<file path="src/rtl/pmem_arbiter.sv">
// pmem_arbiter: one-transaction-at-a-time N-channel arbiter onto the pmem port.
// Round-robin by default; define PMEM_ARB_FIXED_PRIO_EN for fixed priority (lowest channel wins).
module pmem_arbiter #(
    parameter int NUM_CH = 2,
    parameter int LINE_W = 256,
    parameter int ADDR_W = 32,
    localparam int ID_W = $clog2(NUM_CH)
) (
    input  logic                     clk,
    input  logic                     rst_n,
    input  logic [NUM_CH-1:0]        ch_read,
    input  logic [NUM_CH-1:0]        ch_write,
    input  logic [NUM_CH*ADDR_W-1:0] ch_address,
    input  logic [NUM_CH*LINE_W-1:0] ch_wdata,
    output logic [LINE_W-1:0]        ch_rdata,
    output logic [NUM_CH-1:0]        ch_resp,
    output logic [ID_W-1:0]          grant_id,
    output logic                     pmem_read,
    output logic                     pmem_write,
    output logic [ADDR_W-1:0]        pmem_address,
    output logic [LINE_W-1:0]        pmem_wdata,
    input  logic [LINE_W-1:0]        pmem_rdata,
    input  logic                     pmem_resp
);
    typedef enum logic [1:0] {IDLE, ISSUE, RESP} state_t;
    state_t state;
    logic [NUM_CH-1:0] req;
    logic [ID_W-1:0] win;
`ifndef PMEM_ARB_FIXED_PRIO_EN
    logic [ID_W-1:0] last_grant;
`endif
    assign req = ch_read | ch_write;
    always_comb begin
        win = '0;
`ifdef PMEM_ARB_FIXED_PRIO_EN
        for (int i = NUM_CH - 1; i >= 0; i--) if (req[i]) win = ID_W'(i);
`else
        // scan farthest-first so the nearest requester after last_grant overwrites the rest
        for (int i = NUM_CH; i >= 1; i--)
            if (req[(int'(last_grant) + i) % NUM_CH]) win = ID_W'((int'(last_grant) + i) % NUM_CH);
`endif
    end
    always_ff @(posedge clk or negedge rst_n) begin
        if (!rst_n) begin
            state        <= IDLE;
            pmem_read    <= 1'b0;
            pmem_write   <= 1'b0;
            pmem_address <= '0;
            pmem_wdata   <= '0;
            ch_rdata     <= '0;
            ch_resp      <= '0;
            grant_id     <= '0;
`ifndef PMEM_ARB_FIXED_PRIO_EN
            last_grant   <= ID_W'(NUM_CH - 1);
`endif
        end else begin
            case (state)
                IDLE: if (|req) begin
                    state        <= ISSUE;
                    grant_id     <= win;
`ifndef PMEM_ARB_FIXED_PRIO_EN
                    last_grant   <= win;
`endif
                    pmem_read    <= ch_read[win] & ~ch_write[win];
                    pmem_write   <= ch_write[win];
                    pmem_address <= ch_address[win*ADDR_W +: ADDR_W];
                    pmem_wdata   <= ch_wdata[win*LINE_W +: LINE_W];
                end
                ISSUE: if (pmem_resp) begin
                    state      <= RESP;
                    ch_rdata   <= pmem_read ? pmem_rdata : ch_rdata;
                    pmem_read  <= 1'b0;
                    pmem_write <= 1'b0;
                    ch_resp    <= NUM_CH'(1) << grant_id;
                end
                RESP: begin
                    state   <= IDLE;
                    ch_resp <= '0;
                end
                default: state <= IDLE;
            endcase
        end
    end
endmodule

</file>
<file path="config.mk">
export PLATFORM = sky130hd
export DESIGN_NAME = pmem_arbiter
export DESIGN_NICKNAME = d
export VERILOG_FILES = /design/src/rtl/pmem_arbiter.sv
export SDC_FILE = /design/constraint.sdc
export NUM_CORES = 1
export LEC_CHECK = 0
export CORE_AREA = 2 2 541 543
export DETAILED_ROUTE_END_ITERATION = 16
export DIE_AREA = 0 0 543 545
export RECOVER_POWER = 25
export SKIP_CTS_REPAIR_TIMING = 1
export SLEW_MARGIN = 20
export SYNTH_ARGS = -nofsm -noshare
export SYNTH_HDL_FRONTEND = slang
export SYNTH_SLANG_ARGS = --single-unit
</file>
<file path="constraint.sdc">
create_clock -name clk -period 2.6 [get_ports clk]
set_input_delay 0.39 -clock clk [delete_from_list [all_inputs] [get_ports clk]]
set_output_delay 0.39 -clock clk [all_outputs]
set_load 0.005 [all_outputs]
</file>
# --- Word-level counts from Yosys, hierarchy flattened ---
# Cells that the tools add are included.
classes:
  n_addsub: 2
  mul: 0
  n_div: 0
  magnitude_cmp: 3
  n_eq_ne: 4
  shifts: 3
  mux: 22
  bitwise_logic: 5
  n_reduce_logical: 9
ops:
  columns: ["op", "count"]
  rows:
  - ["512-bit by 10-bit indexed part select with 256-bit output", 1]
  - ["64-bit by 7-bit indexed part select with 32-bit output", 1]
  - ["1-bit two-way mux", 15]
  - ["2-bit one-hot mux with 2 select lines", 2]
  - ["2-bit by 3-bit less-than comparator with 1-bit output (second input constant)", 2]
  - ["2-bit two-way mux", 3]
  - ["2-bit AND reduction", 3]
  - ["3-bit AND reduction", 2]
  - ["2-bit inequality test (second input constant)", 2]
  - ["1-bit one-hot mux with 2 select lines", 2]
  - ["2-bit nonzero test", 2]
  - ["1-bit adder (second input constant)", 2]
  - ["1-bit bitwise AND (first input constant)", 2]
  - ["2-bit by 1-bit == test with 1-bit output (second input constant)", 1]
  - ["2-bit == test (second input constant)", 1]
  - ["2-bit zero test", 1]
  - ["1-bit by 2-bit less-than comparator with 1-bit output (second input constant)", 1]
  - ["2-bit bitwise OR", 1]
  - ["2-bit OR reduction", 1]
  - ["1-bit by 1-bit << shifter with 2-bit output (first input constant)", 1]
  - ["1-bit bitwise AND", 1]
  - ["1-bit NOT", 1]
word_totals:
  ff_bits: 552
  latch_bits: 0
  mem_bits_rw: 0
  rom_bits: 0
  inputBits: 839
  wordCells: 57
  n_memories: 0

# --- Longest topological paths before layout ---
# Gate-level depths: netlist of the first run.
logic_depth:
  ltp_word: 13
  mapped_depth: 7
  depth_no_buf: 4

# --- Worst setup path after synthesis of the first run ---
# No wires, ideal clock.
synth_path:
  path_kind: "in2reg"
  start: "input ch_write[0]"
  end: "register pmem_address[10]"
  t_arrival_ps: 1530
  required_time_ps: 2459
  setup_slack_ps: 929
  path_stages: 6
  path_buffers: 3
  path_cell_list: "or4_1 > buf_2 > buf_6 > buf_6 > a21oi_2 > a31oi_1"
synth_between:
  elab_chain_len: 7
synth_lines:
  columns: ["item", "line_no", "rtl"]
  rows:
  - ["start, declared", "12", "input logic [NUM_CH-1:0] ch_write,"]
  - ["2-bit bitwise OR *", "32", "assign req = ch_read | ch_write;"]
  - ["1-bit two-way mux (implied by the code) (3 in a row)", "40", "if (req[(int'(last_grant) + i) % NUM_CH]) win = ID_W'((int'(last_grant) + i) % NUM_CH);"]
  - ["1-bit two-way mux (2 in a row)", "40", null]
  - ["64-bit by 7-bit indexed part select with 32-bit output", "66", "pmem_address <= ch_address[win*ADDR_W +: ADDR_W];"]
  - ["end signal, assigned", "66", null]
  - ["end, declared", "20", "output logic [ADDR_W-1:0] pmem_address,"]
# Every way passes the cells marked *; elsewhere a longest branch is shown, timed or not. The select of a mux whose other input is x is not followed.
# A chain may end at the register's enable or synchronous reset.

# --- Worst setup path in the final report of the first run ---
layout_path:
  start: "register pmem_wdata[170]"
  end: "output pmem_wdata[170]"
layout_lines:
  columns: ["item", "line_no", "rtl"]
  rows:
  - ["start, declared", "21", "output logic [LINE_W-1:0] pmem_wdata,"]
  - ["start signal, assigned", "67", "pmem_wdata <= ch_wdata[win*LINE_W +: LINE_W];"]
# No word-level cell between the ends.

==> summary.txt, run 1 <==
die height = 545 um
io pins = 1,388
Die Span X = 543 um
CP arrival = 2.07 ns
WP buf/inv = 1
crit path max-delay cell type = clkdlybuf4s50_1
initial core utilization = 8.63%
dpl ws = -0.0655 ns
total core area = 290,000 um^2
commonest non-fill, non-tap cell in the layout = clkdlybuf4s50_1
Clock power frac = 19.8%
commonest non-fill, non-tap cells in the layout = clkdlybuf4s50_1, dfrtp_1, o21ai_0
register area share after synthesis = 55.2%
Worst VDD drop = 0.725 mV
residual DRC count = 0
flops & latches, synth = 552
routability congestion estimate = 0.938
Sw Ratio = 41.2%
WS Path Type = reg -> out
# Max-Cap Violations = 1
CP Capture Type = output pin
GRT Overall Usage = 14.4%
vias in the first global route = 27,000
Root Buffer = clkbuf_16
final setup vio count = 0
Synth warnings = 0
Vias = 26,300
sequential share of power = 28.9%
clk_skew = 0.0519 ns
max-slew violation total from the final report = 45
I/O Buffers = 1,387
failing checks = capacitance limit, slew limit
Logic pwr share = 51.4%
Initial DRC Count = 1,615
Crit path max-delay family = buffers and inverters
first-pass GRT wire length = 278,000 um
GR Overflow Total = 0
Hold/Removal Path Class = in -> reg
outcome = finished with violations
Area Growth Syn to Fin = 88.0%
mapped cell area = 25,000 um^2
vias per inst = 3.44
fmax = 406 MHz
CP Max Fanout = 2
Leakage = 0.0171 uW
row cnt = 198
clock latency on the worst-skew pair = 0.79 ns
fin util = 16.2%
initial antenna violation count = 165
clock buffer depth = 4
worst endpoint required time = 2.21 ns
CTS buffer count = 79
Pre-antenna DRT Iters = 5
final hold violation count = 0
CTS tree = built
Sink Count = 552
sw power = 23,200 uW
setup ws final = 0.137 ns
final net count = 4,483
Pint = 33,100 uW
crit start category = register
period utilisation layout = 94.7%
Reg clk slew, reported paths = 0.06 ns
CP max stage delay = 0.90 ns
H-tree depth = 3
Mapped Nets = 3,083
wire per inst = 29.3 um
Routed WL = 224,000 um
Syn Inst Count = 2,244
pin count of the biggest net entering global routing = 101
Yosys cell types = 30
clock period minus worst slack = 2.46 ns
antenna-violating nets left = 0
share of cells above drive strength 1 = 20.6%
Post-DP HPWL = 193,000 um
Least-Margin Pin Slew = 1.61 ns
synthesized area per cell = 11.2 um^2
Max-slew headroom = -7.11%
Pwr per Cell Area = 1200 nW/um^2
cells along the critical path = clkdlybuf4s50_1
Die ar. = 296,000 um^2
RSZ-0062 raised after global routing = no
[sequential cells by signal (all words and copies together) (netlist names)]
register and count:
pmem_read 1, ch_resp 2, grant_id 1, last_grant 1, pmem_wdata 256, state 2, pmem_write 1, pmem_address 32
ch_rdata 256
[power groups by stage]
stage | Sequential [uW] | Clock, uW | Combinational (uW)
2_1_floorplan | 15900 | 0 | 8900
3_3_place_gp | 16200 | 0 | 29600
3_5_place_dp | 16300 | 0 | 29700
4_1_cts | 16300 | 11500 | 29800
5_1_grt | 16800 | 11800 | 31500
6_report | 16300 | 11100 | 28900
[per-layer routing]
metal / up-vias / wire length (um) / track usage, %
met5: - / 452 / 0
met4: 70 / 10600 / 6.20
met3: 463 / 38600 / 11.0
met2: 1635 / 99800 / 22.8
met1: 12900 / 74400 / 14.0
li1: 11200 / - / -
[per-stage QoR]
| step | TNS (ns) | power, uW | instance area [um^2] | instances | hold slack [ns] |
|---|---|---|---|---|---|
| after floorplan | 0 | 24800 | 25000 | 2244 | 0.0944 |
| after global placement | -3.49 | 45700 | 44500 | 7462 | 0.352 |
| after detailed placement | -3.29 | 46100 | 44500 | 7462 | 0.358 |
| after CTS | -0.0999 | 57600 | 47100 | 7591 | -0.532 |
| after global routing | 0 | 60000 | 47000 | 7625 | 0.138 |
| final | 0 | 56300 | 47100 | 7644 | 0.176 |
[final cells by class]
cell class | count | area (um^2)
sequential | 552 | 13800
multi-input combinational | 1439 | 10000
timing repair buffer | 1570 | 15700
clock inverter | 26 | 353
clock buffer | 103 | 2200
antenna | 52 | 130
fill | 32100 | 243000
inverter | 2 | 7.51
tap | 3900 | 4880
[path summary, 6_finish.rpt]
check	cells past startpoint	slack, ns	to	start
setup / recovery	1	0.14	pmem_wdata[170]	pmem_wdata[170]
hold / removal	3	0.18	pmem_wdata[226]	ch_wdata[482]
setup reg to reg	4	0.28	pmem_wdata[63]	state[0]
hold reg to reg	1	0.50	ch_rdata[111]	ch_rdata[111]
max in group asynchronous	4	0.34	ch_rdata[235]	rst_n
min in group asynchronous	2	0.55	pmem_wdata[229]	rst_n
[cell usage after synthesis (all sizes together)]
library cell,instances,area (um^2)
dfrtp,551,13800
o21ai,292,1470
a21oi,289,2200
a31oi,288,1800
nand3,288,1440
mux2,259,2920
clkbuf,127,477
buf,124,780
nor2,5,23.8
nand2,4,15.0
a22o,3,26.3
inv,2,7.51
or2,2,12.5
a21boi,1,7.51
and2,1,6.26
dfstp,1,26.3
nand2b,1,6.26
nand3b,1,7.51
nor4,1,6.26
o211ai,1,7.51
o21a,1,7.51
o32a,1,10.0
or4,1,7.51
[logic make-up after synthesis]
group,after synthesis,synth area share (%)
mux,259,11.6
buf+inv,253,5.05
compound gates,876,22.1
simple gates,304,6.10
flops,552,55.2
[worst min-delay path, cell delays in order]
cell	delay, ns
clkdlybuf4s50_1	0.40
nand3_1	0.06
a31oi_1	0.07
No activity file was read; power rests on OpenSTA's default activity.
==> inputs of run 2 (changes only) <==
==> constraint.sdc (replaced) <==
create_clock -name clk -period 2.6 [get_ports clk]
set_input_delay 0.52 -clock clk [delete_from_list [all_inputs] [get_ports clk]]
set_output_delay 0.52 -clock clk [all_outputs]
set_load 0.005 [all_outputs]
==> summary.txt, run 2 (synthesis gave the netlist of run 1 again) <==
CTS buffer count = 81
failing checks = capacitance limit, slew limit
period utilisation layout = 99.0%
Initial DRC Count = 1,527
Least-Margin Pin Slew = 1.63 ns
antenna-violating nets left = 0
initial antenna violation count = 169
clock period minus worst slack = 2.57 ns
placed cells = 7,471
Die Span X = 543 um
die height = 545 um
Sink Count = 552
routability congestion estimate = 0.946
Routed WL = 224,000 um
initial core utilization = 8.63%
wire per inst = 29.2 um
CP Max Fanout = 2
Final Non-Filler Cells = 7,665
biggest regs = ch_rdata (256), pmem_wdata (256), pmem_address (32)
cells along the critical path = clkdlybuf4s50_1
Final Cell Area = 47,300 um^2
Post-Route Setup TNS = 0 ns
Vias = 26,300
Hold/Removal Path Class = in -> reg
Root Buffer = clkbuf_16
row cnt = 198
Max-slew headroom = -8.43%
worst endpoint required time = 2.08 ns
final net count = 4,494
vias per inst = 3.43
clock buffer depth = 4
RR Startpoint = last_grant
placed cell areas = 44,500 um^2
first-pass GRT wire length = 278,000 um
Design Power = 56,800 uW
# Max-Cap Violations = 1
clock latency on the worst-skew pair = 0.78 ns
WP buf/inv = 1
crit start category = register
H-tree depth = 3
Crit path max-delay family = buffers and inverters
residual DRC count = 0
pin count of the biggest net entering global routing = 102
RSZ-0062 raised after global routing = no
Area Growth Syn to Fin = 89.0%
Reg clk slew, reported paths = 0.06 ns
max-slew violation total from the final report = 36
CP max stage delay = 0.97 ns
Pre-antenna DRT Iters = 5
CTS tree = built
commonest non-fill, non-tap cell in the layout = clkdlybuf4s50_1
vias in the first global route = 26,800
final hold violation count = 0
total core area = 290,000 um^2
crit path max-delay cell type = clkdlybuf4s50_1
fmax = 389 MHz
I/O Buffers = 1,387
Worst VDD drop = 0.610 mV
outcome = finished with violations
Post-DP HPWL = 193,000 um
WS Path Type = reg -> out
CP arrival = 2.05 ns
Die ar. = 296,000 um^2
final setup vio count = 0
clk_skew = 0.0487 ns
Critical Path Start = pmem_wdata[52]
io pins = 1,388
Leakage = 0.0175 uW
Hold Path Origin = ch_wdata[484]
Pwr per Cell Area = 1200 nW/um^2
commonest non-fill, non-tap cells in the layout = clkdlybuf4s50_1, dfrtp_1, o21ai_0
CP Capture Type = output pin
share of cells above drive strength 1 = 21.2%
GRT Overall Usage = 14.4%
GR Overflow Total = 0
[run 2: cell types whose count changed in the layout (fill, tap and decap cells not counted), moves of 4 or more]
cell | previous run | this run
dlymetal6s2s_1 | 5 | 40
clkbuf_1 | 36 | 32
buf_12 | 46 | 40
clkdlybuf4s50_1 | 1365 | 1327
buf_4 | 122 | 146
[run 2: per-stage QoR]
stage          utilization [%]  setup slack [ns]  hold WS, ns
5_1_grt                   16.3           0.00167        0.248
3_5_place_dp              15.4            0.0175        0.486
6_report                  16.3            0.0270        0.284
2_1_floorplan                -             0.799        0.224
3_3_place_gp              15.4            0.0595        0.483
4_1_cts                   16.3            -0.188       -0.430
[run 2: layout make-up]
cell class,count,area (um^2)
clock buffer,114,2330
antenna,53,133
multi-input combinational,1439,10000
fill,32200,243000
clock inverter,26,350
inverter,2,7.51
timing repair buffer,1579,15800
sequential,552,13800
tap,3900,4880
[run 2: path summary, 6_finish.rpt]
kind	slack, ns	end	cells past startpoint
hold reg to reg	0.50	ch_rdata[231]	1
setup reg to reg	0.56	pmem_wdata[143]	6
hold / removal	0.28	pmem_wdata[228]	3
min in group asynchronous	0.65	pmem_wdata[235]	2
max in group asynchronous	0.21	pmem_wdata[53]	4
setup / recovery	0.03	pmem_wdata[52]	1
[run 2: where the power goes]
group	internal, uW	switching, uW	leakage [uW]
combinational	13600	15500	0.00974
sequential	13000	3280	0.00641
clock	6850	4590	0.00131
total	33500	23400	0.0175
[run 2: per-layer routing]
metal  up-vias  GRT usage, %  wire, um
met3       475          9.71     34700
met4        70          6.72     11100
met5         -             0       460
met2      1628          22.5     98800
met1     12900          14.8     78800
li1      11200             -         -
